**src/rtl/predecode_encode_chk_64.sv**
```systemverilog
// Re-encodes the 2-4-2-4 predecoded lines to a 6-bit address and checks legality and expected match.
// Build option PREDEC_CHK_FIRST_ERR_EN adds capture of the first failing address and pd lines.
module predecode_encode_chk_64 #(
  parameter int CNT_W = 8
) (
  input  logic             clk,
  input  logic             reset,
  input  logic [1:0]       pd_a0,
  input  logic [3:0]       pd_a12,
  input  logic [1:0]       pd_a3,
  input  logic [3:0]       pd_a45,
  input  logic             exp_valid,
  input  logic [0:5]       exp_address,
  input  logic             clr_err,
  output logic             enc_valid,
  output logic [0:5]       enc_address,
  output logic             onehot_err,
  output logic             mismatch,
  output logic             err_sticky,
  output logic [CNT_W-1:0] err_count
`ifdef PREDEC_CHK_FIRST_ERR_EN
  ,
  output logic [0:5]       first_err_addr,
  output logic [11:0]      first_err_pd,
  output logic             first_err_vld
`endif
);

  // Stage 1: pd lines packed as {pd_a0, pd_a12, pd_a3, pd_a45}
  logic [11:0]      r_pd;
  logic             r_exp_vld;
  logic [0:5]       r_exp_addr;

  logic             r_enc_vld;
  logic [0:5]       r_enc_addr;
  logic             r_oh_err;
  logic             r_mis;
  logic             r_sticky;
  logic [CNT_W-1:0] r_cnt;

  logic [1:0]       w_g0, w_g3;
  logic [3:0]       w_g12, w_g45;
  logic [0:5]       w_enc;
  logic             w_oh_err, w_mis, w_err;

  assign w_g0  = r_pd[11:10];
  assign w_g12 = r_pd[9:6];
  assign w_g3  = r_pd[5:4];
  assign w_g45 = r_pd[3:0];

  // Plain OR re-encode; illegal patterns encode without priority
  assign w_enc[0] = w_g0[0];
  assign w_enc[1] = w_g12[1] | w_g12[0];
  assign w_enc[2] = w_g12[2] | w_g12[0];
  assign w_enc[3] = w_g3[0];
  assign w_enc[4] = w_g45[1] | w_g45[0];
  assign w_enc[5] = w_g45[2] | w_g45[0];

  // With the strobe off, the A(0) group must be fully gated
  assign w_oh_err = r_exp_vld ? !($onehot(w_g0) && $onehot(w_g12) && $onehot(w_g3) && $onehot(w_g45))
                              : (|w_g0);
  assign w_mis    = r_exp_vld && (w_enc != r_exp_addr);
  assign w_err    = w_oh_err | w_mis;

  always_ff @(posedge clk or posedge reset) begin
    if (reset) begin
      r_pd       <= '0;
      r_exp_vld  <= 1'b0;
      r_exp_addr <= '0;
    end else begin
      r_pd       <= {pd_a0, pd_a12, pd_a3, pd_a45};
      r_exp_vld  <= exp_valid;
      r_exp_addr <= exp_address;
    end
  end

  always_ff @(posedge clk or posedge reset) begin
    if (reset) begin
      r_enc_vld  <= 1'b0;
      r_enc_addr <= '0;
      r_oh_err   <= 1'b0;
      r_mis      <= 1'b0;
      r_sticky   <= 1'b0;
      r_cnt      <= '0;
    end else begin
      r_enc_vld  <= r_exp_vld;
      r_enc_addr <= w_enc;
      r_oh_err   <= w_oh_err;
      r_mis      <= w_mis;
      // A same-cycle error survives the clear
      if (clr_err) begin
        r_sticky <= w_err;
        r_cnt    <= w_err ? CNT_W'(1) : '0;
      end else if (w_err) begin
        r_sticky <= 1'b1;
        if (!(&r_cnt)) r_cnt <= r_cnt + CNT_W'(1);
      end
    end
  end

  assign enc_valid   = r_enc_vld;
  assign enc_address = r_enc_addr;
  assign onehot_err  = r_oh_err;
  assign mismatch    = r_mis;
  assign err_sticky  = r_sticky;
  assign err_count   = r_cnt;

`ifdef PREDEC_CHK_FIRST_ERR_EN
  logic [0:5]  r_fe_addr;
  logic [11:0] r_fe_pd;
  logic        r_fe_vld;

  always_ff @(posedge clk or posedge reset) begin
    if (reset) begin
      r_fe_addr <= '0;
      r_fe_pd   <= '0;
      r_fe_vld  <= 1'b0;
    end else if (clr_err) begin
      r_fe_vld <= w_err;
      if (w_err) begin
        r_fe_addr <= r_exp_addr;
        r_fe_pd   <= r_pd;
      end
    end else if (w_err && !r_fe_vld) begin
      r_fe_vld  <= 1'b1;
      r_fe_addr <= r_exp_addr;
      r_fe_pd   <= r_pd;
    end
  end

  assign first_err_addr = r_fe_addr;
  assign first_err_pd   = r_fe_pd;
  assign first_err_vld  = r_fe_vld;
`endif

endmodule

```
**config.mk**
```make
export PLATFORM = sky130hd
export DESIGN_NAME = predecode_encode_chk_64
export DESIGN_NICKNAME = d
export VERILOG_FILES = /design/src/rtl/predecode_encode_chk_64.sv
export SDC_FILE = /design/constraint.sdc
export NUM_CORES = 1
export LEC_CHECK = 0
export ABC_AREA = 1
export CAP_MARGIN = 15
export CORE_MARGIN = 3
export CORE_UTILIZATION = 31
export CTS_CLUSTER_DIAMETER = 150
export DETAILED_ROUTE_END_ITERATION = 10
export REMOVE_ABC_BUFFERS = 1
export SYNTH_ARGS = -nofsm -noshare
export SYNTH_HDL_FRONTEND = slang
export SYNTH_SLANG_ARGS = --single-unit
export TNS_END_PERCENT = 20
```
**constraint.sdc**
```tcl
create_clock -name clk -period 2.9 [get_ports clk]
set_input_delay 0.58 -clock clk [delete_from_list [all_inputs] [get_ports clk]]
set_output_delay 0.58 -clock clk [all_outputs]
set_load 0.05 [all_outputs]
```
==> qor.yml <==
cts:
  cts_tree: "built"
  insertion_delay_ps: 290
  holdBufCountCts: 0
  h-tree-depth: 2
  cts.sinks: 37
  post_cts_buffers: 0
  root_buffer: "clkbuf_8"
  cts_made_buffers: 5
  clk_path_buf_depth: 2
  clkSlewWorstSetupHoldPaths_ps: 70
  post_cts_resized: 0
critical_path:
  critPathBufInv: 2
  r2r-start: "r_pd[0]"
  required_ps: 3130
  cp_max_fo: 8
  crit_family: "adder cells"
  rr_endpoint: "err_count[3]"
  crit_top_cell: "nand2_1"
  crit_chain: "inv_1 > fa_1 > inv_1 > ha_1 > ha_1 > nor2_1 > nor3b_1 > nand3_1 > nand2_1 > nand3_2 > nand2_4 > nand2_1 > nand2_1"
  crit_path_top_delay_cell: "fa_1"
  crit_path_start_kind: "flip-flop"
  critPathLaunch: "r_pd[0]"
  cp-end-kind: "flip-flop"
  r2r_slack_ps: 470
  critPathKind: "flip-flop to flip-flop"
  cpPeakStageDelay_ps: 530
  rr_worst_depth: 13
  cp.arrival_ps: 2650
route:
  vias: 1126
  first_pass_iters: 4
  drc_errors: 0
  antenna_left: 0
  viasPerCell: 4.08
  dr.first_iter.drc_count: 46
  wl_per_cell_um: 10.2
  postRouteWirelength_um: 2810
placement:
  dpl.cell_count: 268
  place_ws_ps: 490
  gp_congestion: 0.729
  hpwlAfterDp_um: 2120
  portBuffers: 39
timing:
  hold_viol_final: 0
  final_max_slew_viol_count: 0
  post-route-period-util_pct: 83.7
  setup_viol: 0
  skew_ps: 5.64
  rsz0062_at_grt: "no"
  fin_ws_ps: 473
  relSlewSlack_pct: 65.6
  period_needed_ps: 2430
  tightest_slew_ps: 514
  max_freq_ghz: 0.412
  fin_setup_tns_ps: 0
cells_and_area:
  fin_cells: 276
  final_nets: 240
  diodes: 0
  drive_gt1_share_pct: 8.13
  final_cell_mix: "nand2_1, clkdlybuf4s50_1, dfrtp_1, inv_1, nand3_1"
  final_common_cell: "nand2_1"
  area_growth_pct: 35.3
logic_synthesis:
  syn_inst: 162
  synth_seq_area_share_pct: 58.0
  syn_area_per_cell_um2: 9.86
  synth_cell_types: 21
  yosys_warnings: 0
  yosys-top-cells-area: "dfrtp_1, nand2_1, inv_1"
  synth_seq_cells: 37
  syn_area_mm2: 0.00160
  synth_top_area_cell: "dfrtp_1"
  synth_top_cell_area_share_pct: 58.0
grt:
  grt_pass1_vias: 1040
  overflow: 0
  grt_pass1_wl_um: 4690
  grt_max_degree: 38
  grt_use_total_pct: 10.1
  antenna_found_initial: 0
outcome:
  status: "finished clean"
pwr:
  pwr_density_cell_mw_per_mm2: 506
  ir_drop_mv: 0.291
  power.leakage_uw: 0.00103
min_path:
  min_to: "enc_address[0]"
  min_from: "r_pd[10]"
  hold_path_depth: 0
  hp-class: "flip-flop to flip-flop"
die:
  std_cell_rows: 25
  io_pins: 40
  dieArea_mm2: 0.00605
  initial_core_util_pct: 32.9
  die_w_um: 77.8
  core_area_mm2: 0.00485
  die_h_um: 77.8
flow_run:
  cap_violations: 0
-- sequential cells by signal, indices dropped and copies added (netlist names) --
signal / count
onehot_err: 1
r_pd: 12
mismatch: 1
err_sticky: 1
r_exp_vld: 1
err_count: 8
r_exp_addr: 6
enc_address: 6
enc_valid: 1
-- how the worst max path moves through the flow --
| stage | endpoint | cells past startpoint |
|---|---|---|
| floorplan | err_count[4] | 13 |
| finish | err_count[3] | 13 |
| detailed placement | err_count[2] | 13 |
| global placement | err_count[2] | 13 |
| global route | err_count[5] | 13 |
| CTS | err_count[3] | 13 |
-- metrics by stage --
| step | util (%) | hold WS, ps | area [um^2] | power, uW |
|---|---|---|---|---|
| floorplan | - | 374 | 1590 | 680 |
| global placement | 42.8 | 397 | 2070 | 755 |
| detailed placement | 42.8 | 388 | 2070 | 756 |
| CTS | 44.6 | 412 | 2160 | 1110 |
| global route | 44.6 | 436 | 2160 | 1150 |
| finish | 44.6 | 405 | 2160 | 1090 |
-- logic make-up (layout without fill, tap and decap cells) --
group | Yosys count | in the layout | synth area share [%]
adder cells (fa/ha/maj) | 10 | 10 | 8.78
AO/OA/AOI/OAI | 2 | 2 | 0.705
XOR/XNOR | 5 | 5 | 2.74
flip-flops | 37 | 37 | 58.0
AND/OR/NAND/NOR | 78 | 78 | 22.6
buffers and inverters | 30 | 77 | 7.13
-- worst register-to-register path: cells and delay by family, from the launching register on --
kind,cells,cell delay (ps)
adder cells (fa/ha/maj),3,970
buffers and inverters,2,120
flip-flops,1,370
AND/OR/NAND/NOR,8,910
-- metal layers --
layer,track usage (%),up-vias,share of wire (%)
met3,3.60,5,4.9
met2,16.1,26,47
li1,-,584,-
met5,0,-,0
met4,4.80,0,2.0
met1,12.1,511,46
-- power breakdown --
group          total, uW  internal [uW]  switching, uW
clock network        350            169            181
logic                184           76.6            107
registers            560            543           17.3
total               1090            788            305
-- synth_stat cells, drive strengths merged --
| cell type | count |
|---|---|
| buf | 1 |
| nand2 | 48 |
| xor2 | 3 |
| nor3b | 4 |
| a21oi | 1 |
| inv | 29 |
| dfrtp | 37 |
| fa | 2 |
| nand4 | 3 |
| ha | 8 |
| a31oi | 1 |
| xnor2 | 2 |
| nor2 | 10 |
| nor3 | 1 |
| nand3 | 12 |
-- cell type report --
class / count / area, um^2
multi-input combinational: 95 / 557
timing repair buffer: 40 / 398
sequential: 37 / 926
clock inverter: 2 / 15.0
fill: 474 / 2690
inverter: 29 / 109
clock buffer: 6 / 72.6
tap: 67 / 83.8
Note: power is estimated with default switching activity, not from simulation.
